[config.mk]
export PLATFORM = sky130hd
export DESIGN_NAME = smi_phy_manager
export DESIGN_NICKNAME = d
export VERILOG_FILES = /design/src/rtl/smi_phy_manager.sv
export SDC_FILE = /design/constraint.sdc
export NUM_CORES = 1
export LEC_CHECK = 0
export ABC_CLOCK_PERIOD_IN_PS = 5750
export CAP_MARGIN = 20
export CORE_ASPECT_RATIO = 0.75
export CORE_MARGIN = 2
export CORE_UTILIZATION = 40
export CTS_BUF_LIST = sky130_fd_sc_hd__clkbuf_8 sky130_fd_sc_hd__clkbuf_16
export CTS_CLUSTER_DIAMETER = 40
export CTS_CLUSTER_SIZE = 24
export DETAILED_ROUTE_END_ITERATION = 10
export PLACE_DENSITY = 0.67
export SYNTH_ARGS = -nofsm -noshare
export SYNTH_HDL_FRONTEND = slang
export SYNTH_SLANG_ARGS = --single-unit
[constraint.sdc]
create_clock -name clk_100mhz -period 5.75 [get_ports clk_100mhz]
set_input_delay 0.575 -clock clk_100mhz [delete_from_list [all_inputs] [get_ports clk_100mhz]]
set_output_delay 0.575 -clock clk_100mhz [all_outputs]
set_load 0.05 [all_outputs]
[src/rtl/smi_phy_manager.sv]
// Sequences MDIO transactions for one PHY: a BMCR write after reset, periodic
// BMSR polls that publish link status, and single host accesses in between.
module smi_phy_manager #(
  parameter logic [4:0]  PHY_ADDR    = 5'd1,
  parameter logic [15:0] INIT_BMCR   = 16'h1200,
  parameter int unsigned POLL_CYCLES = 1000000,
  parameter int unsigned REQ_HOLD    = 256,
  parameter int unsigned XFER_CYCLES = 4608
) (
  input  logic        clk_100mhz,
  input  logic        rst_n,
  input  logic        host_req,
  input  logic        host_we,
  input  logic [4:0]  host_reg,
  input  logic [15:0] host_wdata,
  output logic        host_busy,
  output logic        host_done,
  output logic [15:0] host_rdata,
  output logic        host_err,
  output logic [4:0]  smi_phy_addr,
  output logic [4:0]  smi_reg_addr,
  output logic [15:0] smi_wdata,
  output logic        smi_do_read,
  output logic        smi_do_write,
  input  logic [15:0] smi_rdata,
  input  logic        smi_rdata_valid,
  output logic [15:0] bmsr,
  output logic        link_up,
  output logic        an_done,
  output logic        status_valid
);

  localparam int unsigned TMR_W = (POLL_CYCLES > 1) ? $clog2(POLL_CYCLES) : 1;
  localparam int unsigned CNT_W = $clog2(XFER_CYCLES);
  localparam logic [TMR_W-1:0] TMR_LAST  = TMR_W'(POLL_CYCLES - 1);
  localparam logic [CNT_W-1:0] XFER_LAST = CNT_W'(XFER_CYCLES - 1);
  localparam logic [CNT_W-1:0] HOLD_LAST = CNT_W'(REQ_HOLD - 1);

  typedef enum logic [1:0] {S_INIT, S_IDLE, S_XFER, S_DONE} state_t;
  typedef enum logic [1:0] {TAG_INIT, TAG_POLL, TAG_HOST} tag_t;

  state_t             state_q;
  tag_t               tag_q;
  logic               we_q;
  logic [4:0]         phy_q;
  logic [4:0]         reg_q;
  logic [15:0]        wdata_q;
  logic               rd_q;
  logic               wr_q;
  logic [CNT_W-1:0]   cnt_q;
  logic               pend_q;
  logic               busy_q;
  logic               done_q;
  logic [15:0]        hrdata_q;
  logic               herr_q;
  logic [15:0]        bmsr_q;
  logic               sv_q;
  logic [TMR_W-1:0]   tmr_q;
  logic [TMR_W-1:0]   tmr_d;
  logic               wrap;

  // Free-running poll timer; it keeps counting while transactions are in flight.
  always_comb begin
    wrap  = (tmr_q == TMR_LAST);
    tmr_d = wrap ? '0 : tmr_q + TMR_W'(1);
  end

  always_ff @(posedge clk_100mhz or negedge rst_n) begin
    if (!rst_n) tmr_q <= '0;
    else        tmr_q <= tmr_d;
  end

  always_ff @(posedge clk_100mhz or negedge rst_n) begin
    if (!rst_n) begin
      state_q  <= S_INIT;
      tag_q    <= TAG_INIT;
      we_q     <= 1'b0;
      phy_q    <= '0;
      reg_q    <= '0;
      wdata_q  <= '0;
      rd_q     <= 1'b0;
      wr_q     <= 1'b0;
      cnt_q    <= '0;
      pend_q   <= 1'b0;
      busy_q   <= 1'b1;
      done_q   <= 1'b0;
      hrdata_q <= '0;
      herr_q   <= 1'b0;
      bmsr_q   <= '0;
      sv_q     <= 1'b0;
    end else begin
      done_q <= 1'b0;
      case (state_q)
        S_INIT: begin
          tag_q   <= TAG_INIT;
          we_q    <= 1'b1;
          phy_q   <= PHY_ADDR;
          reg_q   <= 5'd0;
          wdata_q <= INIT_BMCR;
          wr_q    <= 1'b1;
          rd_q    <= 1'b0;
          cnt_q   <= '0;
          busy_q  <= 1'b1;
          state_q <= S_XFER;
        end
        S_IDLE: begin
          // Host has priority; a pending poll simply waits for the next IDLE.
          if (host_req) begin
            tag_q   <= TAG_HOST;
            we_q    <= host_we;
            phy_q   <= PHY_ADDR;
            reg_q   <= host_reg;
            wdata_q <= host_wdata;
            wr_q    <= host_we;
            rd_q    <= !host_we;
            cnt_q   <= '0;
            busy_q  <= 1'b1;
            state_q <= S_XFER;
          end else if (pend_q) begin
            tag_q   <= TAG_POLL;
            we_q    <= 1'b0;
            phy_q   <= PHY_ADDR;
            reg_q   <= 5'd1;
            wdata_q <= '0;
            wr_q    <= 1'b0;
            rd_q    <= 1'b1;
            pend_q  <= 1'b0;
            cnt_q   <= '0;
            busy_q  <= 1'b1;
            state_q <= S_XFER;
          end
        end
        S_XFER: begin
          cnt_q <= cnt_q + CNT_W'(1);
          if (cnt_q == HOLD_LAST) begin
            rd_q <= 1'b0;
            wr_q <= 1'b0;
          end
          if (cnt_q == XFER_LAST) state_q <= S_DONE;
        end
        S_DONE: begin
          case (tag_q)
            TAG_POLL: begin
              if (smi_rdata_valid) begin
                bmsr_q <= smi_rdata;
                sv_q   <= 1'b1;
              end
            end
            TAG_HOST: begin
              done_q <= 1'b1;
              if (we_q) begin
                herr_q <= 1'b0;
              end else begin
                hrdata_q <= smi_rdata;
                herr_q   <= !smi_rdata_valid;
              end
            end
            default: ;
          endcase
          busy_q  <= 1'b0;
          state_q <= S_IDLE;
        end
        default: state_q <= S_INIT;
      endcase
      // A wrap that lands while a poll is already pending collapses into it.
      if (wrap) pend_q <= 1'b1;
    end
  end

  assign host_busy    = busy_q;
  assign host_done    = done_q;
  assign host_rdata   = hrdata_q;
  assign host_err     = herr_q;
  assign smi_phy_addr = phy_q;
  assign smi_reg_addr = reg_q;
  assign smi_wdata    = wdata_q;
  assign smi_do_read  = rd_q;
  assign smi_do_write = wr_q;
  assign bmsr         = bmsr_q;
  assign link_up      = bmsr_q[2];
  assign an_done      = bmsr_q[5];
  assign status_valid = sv_q;

endmodule

==> flow_metrics.env, run 1 <==
export IMPL_grt_pass1_vias=3086
export IMPL_fp_dieW_um=123
export IMPL_worstSkewPairLatency_ns=0.34
export IMPL_vias=3155
export IMPL_ys_seq_area_share_pct=58.8
export IMPL_ys_ff_latch=99
export IMPL_critPathMaxStageDelay_ns=0.80
export IMPL_synth_cells=359
export IMPL_cts_sinks=99
export IMPL_crit_family="buffers and inverters"
export IMPL_finalCritPeriodShare_pct=39.0
export IMPL_maxCapViolations=0
export IMPL_start_util_pct=41.0
export IMPL_die_area_sq_mm=0.0114
export IMPL_cts_resized=0
export IMPL_power_density_mw_per_mm2=261
export IMPL_ir_worst_vdd_uv=126
export IMPL_gp_congestion=0.856
export IMPL_hpwlAfterDp_um=6740
export IMPL_wl_per_cell_um=15.7
export IMPL_cts_tree="yes"
export IMPL_syn_area_sq_mm=0.00421
export IMPL_clk_path_buf_depth=2
export IMPL_met3_usage_pct=5.42
export IMPL_area_delta_synth_final_pct=34.4
export IMPL_critPathLaunchType="flip-flop"
export IMPL_dieHeight_um=92.9
export IMPL_critical_path_class="flip-flop to output pin"
export IMPL_slowest_stage="clkdlybuf4s50_1"
export IMPL_postCtsSetupBuffers=0
export IMPL_drive_gt1_share_pct=13.8
export IMPL_finalSetupTns_ns=0
export IMPL_avgSynthCellArea_sq_um=11.7
export IMPL_synth_edf_count=0
export IMPL_fp_row_count=32
export IMPL_max_freq_mhz=446
export IMPL_clock_skew_ns=0.00633
export IMPL_critPathRequiredTime_ns=5.18
export IMPL_critPathBufInv=1
export IMPL_n_fill_cell=831
export IMPL_ys_flop_type="dfrtp_1"
export IMPL_final_hold_violation_count=0
export IMPL_setup_viol=0
export IMPL_synth_warnings=0
export IMPL_gr_total_overflow=0
export IMPL_path_clk_slew_ns=0.07
export IMPL_setup_ws_ns=3.51
export IMPL_p_total_uw=1480
export IMPL_crit_fanout=2
export IMPL_fin_nets=503
export IMPL_firstDrtPassIters=4
export IMPL_hold_class="input port to asynchronous set/reset pin"
export IMPL_routed_wl_um=9450
export IMPL_diodes=0
export IMPL_port_buffers=103
export IMPL_synth_distinct_cells=49
export IMPL_maxSlewViolCount=0
export IMPL_antenna_found_initial=0
export IMPL_cts_buffers=9
export IMPL_drt_iter0_markers=185
export IMPL_worst_pin_slew_ns=0.971
export IMPL_power_leakage_uw=0.00251
export IMPL_rsz0062_at_grt="no"
export IMPL_grt_pass1_wl_um=15500
export IMPL_period_needed_ns=2.24
export IMPL_pin_count=108
export IMPL_grt_start_max_net_pins=55
export IMPL_grt_util_all_layers_pct=17.7
export IMPL_design_area_sq_mm=0.00566
export IMPL_drc_errors=0
export IMPL_placed_cell_area_sq_mm=0.00535
export IMPL_grt_met2_usage_pct=25.6
export IMPL_grtUsageMet1_pct=25.5
export IMPL_critPathCaptureType="output pin"
export IMPL_core_sq_mm=0.0103
export IMPL_busiest_layer="met2"
export IMPL_post_place_ws_ns=3.33
export IMPL_cts_root_buf="clkbuf_16"
export IMPL_arrival_ns=1.67
export IMPL_hold_buffers=0
export IMPL_final_core_util_pct=55.0
export IMPL_avgViaCountPerCell=5.26
export IMPL_crit_chain="clkdlybuf4s50_1"
export IMPL_relSlewSlack_pct=35.2
export IMPL_async_flop_share_pct=100
export IMPL_htreeDepth=3
export IMPL_status="complete, no violations"
export IMPL_ant_nets=0
==> synth_stat cells (4+ instances only) <==
library cell	count	area, sq um
nor2_1	18	67.6
xnor2_1	9	78.8
a21oi_1	13	65.1
dfrtp_1	98	2450
a21o_1	4	30.0
buf_4	6	45.0
nand4_1	9	56.3
nor3_1	6	30.0
nand3_1	7	35.0
nor4_1	6	37.5
nand4b_1	4	35.0
clkbuf_1	12	45.0
nand2b_1	6	37.5
mux2_2	32	360
xor2_1	4	35.0
inv_1	7	26.3
nand2_1	32	120
nor2b_1	4	25.0
o21ai_0	17	85.1
a22o_1	20	175
==> layout make-up <==
| type | instances | area, sq um | share of cell area [%] |
|---|---|---|---|
| sequential | 99 | 2480 | 43.8 |
| multi-input combinational | 235 | 1620 | 28.5 |
| timing repair buffer | 107 | 1060 | 18.7 |
| inverter | 7 | 26.3 | 0.464 |
| clock buffer | 9 | 225 | 3.98 |
| clock inverter | 7 | 87.6 | 1.55 |
| tap | 136 | 170 | 3.01 |
==> registers in the layout, indices dropped and copies added, names as in the netlist <==
name / flops
bmsr: 16
state_q: 2
smi_do_write: 1
we_q: 1
host_err: 1
host_done: 1
smi_reg_addr: 5
status_valid: 1
cnt_q: 13
tag_q: 2
smi_do_read: 1
host_rdata: 16
smi_phy_addr: 1
pend_q: 1
smi_wdata: 16
host_busy: 1
tmr_q: 20
==> cell usage in the layout (no fill, tap or decap), types with 2 or more instances in the layout <==
cell / count
nor4b_1: 3
mux2_2: 32
nand3_1: 7
a31oi_1: 3
nand2_1: 32
or4_4: 2
nand4b_1: 4
or2_2: 2
nor2b_1: 4
nor2_1: 18
a22oi_1: 2
o21ai_0: 17
or4_1: 2
and2_1: 3
clkdlybuf4s50_1: 102
xnor2_1: 9
clkinv_4: 2
and4_1: 2
dfrtp_1: 98
ha_1: 2
conb_1: 4
a21o_1: 4
clkbuf_16: 9
inv_1: 8
nor4_1: 6
nor3_1: 6
a22o_1: 20
a21oi_1: 13
xor2_1: 4
nand2b_1: 6
nand4_1: 9
buf_4: 5
o31ai_1: 3
==> per-stage QoR <==
step | cells | hold slack, ns
floorplan | 362 | 0.279
global placement | 583 | 0.450
detailed placement | 584 | 0.451
CTS | 600 | 0.245
global route | 600 | 0.268
finish | 600 | 0.231
==> kinds of logic after synthesis <==
| family | count (synthesis) | synth area share [%] |
|---|---|---|
| simple gates | 114 | 14.8 |
| mux | 33 | 8.79 |
| fa+ha+maj | 2 | 0.594 |
| flops | 99 | 58.8 |
| buf+inv | 28 | 3.12 |
| compound gates | 69 | 11.1 |
| other cells | 1 | 0.0890 |
| xor+xnor | 13 | 2.70 |
==> layer usage <==
layer,up-vias,part of all wire [%]
met2,100,43
met4,0,0.73
li1,1487,-
met3,7,7.2
met1,1561,49
met5,-,0
==> power by group <==
part / total [uW] / internal, uW / switching [uW]
Sequential: 719 / 710 / 8.89
Combinational: 142 / 56.9 / 84.6
Clock: 615 / 345 / 270
Total: 1480 / 1110 / 363
==> final timing paths <==
path                                  startpoint                         to  slack, ns  depth (start not counted)
max                        host_busy$_DFFE_PN1P_                  host_busy       3.51                          1
max in group asynchronous                  rst_n  host_rdata[6]$_DFFE_PN0P_       4.43                          2
max reg2reg                   tmr_q[0]$_DFF_PN0_        tmr_q[18]$_DFF_PN0_       3.72                          5
min                                        rst_n  smi_wdata[10]$_DFFE_PN0P_       0.23                          1
min in group clk_100mhz    host_busy$_DFFE_PN1P_      host_busy$_DFFE_PN1P_       0.46                          2
min reg2reg                host_busy$_DFFE_PN1P_      host_busy$_DFFE_PN1P_       0.46                          2
Power figures use the tool's default switching activity.
==> run 2, diff against run 1 <==
--- a/config.mk
+++ b/config.mk
@@ -5,7 +5,7 @@
 export SDC_FILE = /design/constraint.sdc
 export NUM_CORES = 1
 export LEC_CHECK = 0
-export ABC_CLOCK_PERIOD_IN_PS = 5750
+export ABC_CLOCK_PERIOD_IN_PS = 2200
 export CAP_MARGIN = 20
 export CORE_ASPECT_RATIO = 0.75
 export CORE_MARGIN = 2
==> constraint.sdc (replaced) <==
create_clock -name clk_100mhz -period 2.2 [get_ports clk_100mhz]
set_input_delay 0.22 -clock clk_100mhz [delete_from_list [all_inputs] [get_ports clk_100mhz]]
set_output_delay 0.22 -clock clk_100mhz [all_outputs]
set_load 0.05 [all_outputs]
==> run 2 against run 1 <==
Effect of this change:
- setup slack got worse by 3.3 ns
- global-route usage fell by 0.23 points
- critical path depth rose by 4
- clock power rose by 150%
- wire length barely moved
- hold slack improved by 0.15 ns
- combinational power rose to 2.6 times the previous value
- first-iteration DRC count rose by 55%
- clock skew rose by 0.0012 ns
- die area did not move
- final cell count rose by 1.3%
- register-to-register slack got worse by 3.5 ns
- critical path type is now flip-flop to flip-flop
- critical endpoint is now tmr_q[18]$_DFF_PN0_
- largest cell class unchanged
==> flow_metrics.env, run 2 (synthesis results as in run 1) <==
export IMPL_status="complete, no violations"
export IMPL_cts_buffers=9
export IMPL_r2r_end="tmr_q[18]$_DFF_PN0_"
export IMPL_grt_start_max_net_pins=45
export IMPL_maxCapViolations=0
export IMPL_antenna_found_initial=0
export IMPL_pin_count=108
export IMPL_area_delta_synth_final_pct=35.7
export IMPL_grt_util_all_layers_pct=17.5
export IMPL_worst_pin_slew_ns=0.757
export IMPL_r2r_slack_ns=0.19
export IMPL_gr_total_overflow=0
export IMPL_wl_per_cell_um=15.5
export IMPL_hpwlAfterDp_um=6560
export IMPL_path_clk_slew_ns=0.07
export IMPL_final_hold_violation_count=0
export IMPL_critical_path_class="flip-flop to flip-flop"
export IMPL_grt_pass1_vias=3034
export IMPL_placed_cell_area_sq_mm=0.00541
export IMPL_finalSetupTns_ns=0
export IMPL_clock_skew_ns=0.00750
export IMPL_port_buffers=103
export IMPL_routed_wl_um=9440
export IMPL_largest_reg_flops=20
export IMPL_cts_sinks=99
export IMPL_critPathLaunchType="flip-flop"
export IMPL_avgViaCountPerCell=5.22
export IMPL_dieHeight_um=92.9
export IMPL_die_area_sq_mm=0.0114
export IMPL_final_cell_count_no_fill=608
export IMPL_power_leakage_uw=0.00254
export IMPL_drc_errors=0
export IMPL_cts_root_buf="clkbuf_16"
export IMPL_arrival_ns=2.29
export IMPL_period_needed_ns=2.01
export IMPL_drt_iter0_markers=286
export IMPL_rsz0062_at_grt="no"
export IMPL_ir_worst_vdd_uv=330
export IMPL_drive_gt1_share_pct=15.3
export IMPL_relSlewSlack_pct=49.6
export IMPL_most_common_layout_cells="clkdlybuf4s50_1, dfrtp_1, nand2_1, mux2_2, a22o_1"
export IMPL_start_util_pct=41.0
export IMPL_regMostFlops="tmr_q"
export IMPL_ant_nets=0
export IMPL_fp_row_count=32
export IMPL_fin_nets=511
export IMPL_diodes=0
export IMPL_power_density_mw_per_mm2=662
export IMPL_gp_congestion=0.793
export IMPL_firstDrtPassIters=5
export IMPL_critPathCaptureType="flip-flop"
export IMPL_worstSkewPairLatency_ns=0.34
export IMPL_r2r_cells=5
export IMPL_hold_class="input port to asynchronous set/reset pin"
export IMPL_setup_viol=0
export IMPL_htreeDepth=3
export IMPL_max_freq_mhz=498
export IMPL_clk_path_buf_depth=2
export IMPL_final_common_cell="clkdlybuf4s50_1"
export IMPL_critPathRequiredTime_ns=2.48
export IMPL_critical_path_reg2reg_startpoint="tmr_q[0]$_DFF_PN0_"
export IMPL_core_sq_mm=0.0103
export IMPL_fp_dieW_um=123
export IMPL_finalCritPeriodShare_pct=91.3
export IMPL_vias=3172
export IMPL_grt_pass1_wl_um=15500
export IMPL_design_area_sq_mm=0.00572
export IMPL_maxSlewViolCount=0
export IMPL_cts_tree="yes"
export IMPL_place_inst=591
export IMPL_crit_fanout=5
-- run 2: per-layer routing --
layer | GRT usage (%) | part of all wire [%] | vias to the layer above
li1 | - | - | 1500
met1 | 25.0 | 49 | 1551
met4 | 4.89 | 1.1 | 0
met2 | 26.0 | 43 | 111
met5 | 0 | 0 | -
met3 | 4.80 | 6.7 | 10
-- run 2: where the power goes --
group | switching [uW] | internal (uW)
sequential | 22.4 | 1860
combinational | 221 | 154
clock | 736 | 797
total | 979 | 2810
-- run 2: cell type report --
type | instances | area [sq um]
Clock buffer | 9 | 225
Clock inverter | 7 | 67.6
Fill cell | 853 | 4570
Inverter | 7 | 26.3
Multi-Input combinational cell | 235 | 1620
Sequential cell | 99 | 2480
Tap cell | 136 | 170
Timing Repair Buffer | 115 | 1130
-- run 2: how the worst max path moves through the flow --
stage | start | to | slack (ns) | depth (start not counted)
floorplan | tmr_q[0]$_DFF_PN0_ | tmr_q[18]$_DFF_PN0_ | 0.32 | 5
global placement | tmr_q[0]$_DFF_PN0_ | tmr_q[18]$_DFF_PN0_ | 0.28 | 5
detailed placement | tmr_q[0]$_DFF_PN0_ | tmr_q[18]$_DFF_PN0_ | 0.22 | 5
CTS | tmr_q[0]$_DFF_PN0_ | tmr_q[18]$_DFF_PN0_ | 0.19 | 5
global route | tmr_q[0]$_DFF_PN0_ | tmr_q[18]$_DFF_PN0_ | 0.12 | 5
finish | tmr_q[0]$_DFF_PN0_ | tmr_q[18]$_DFF_PN0_ | 0.19 | 5
-- run 2: what timing repair did --
action                    4_1_cts  5_1_grt
hold buffers                    1        0
gates resized for setup         0        0
hold endpoints to repair       34        0
buffers inserted                0        0
-- run 2: worst max-delay path, stage by stage (launching register included) --
cell	delay [ns]
dfrtp_1	0.38
ha_1	0.24
nand2_1	0.11
or4_4	0.56
or4_4	0.50
a21oi_2	0.15
-- run 2: per-stage QoR --
| step | setup slack, ns | power, uW | hold WS [ns] | util [%] |
|---|---|---|---|---|
| 6_report | 0.191 | 3790 | 0.378 | 55.6 |
| 4_1_cts | 0.193 | 3850 | 0.383 | 55.6 |
| 2_1_floorplan | 0.322 | 2090 | -0.0756 | - |
| 3_3_place_gp | 0.282 | 2290 | 0.219 | 52.6 |
| 3_5_place_dp | 0.217 | 2290 | 0.220 | 52.6 |
| 5_1_grt | 0.124 | 3950 | 0.432 | 55.6 |
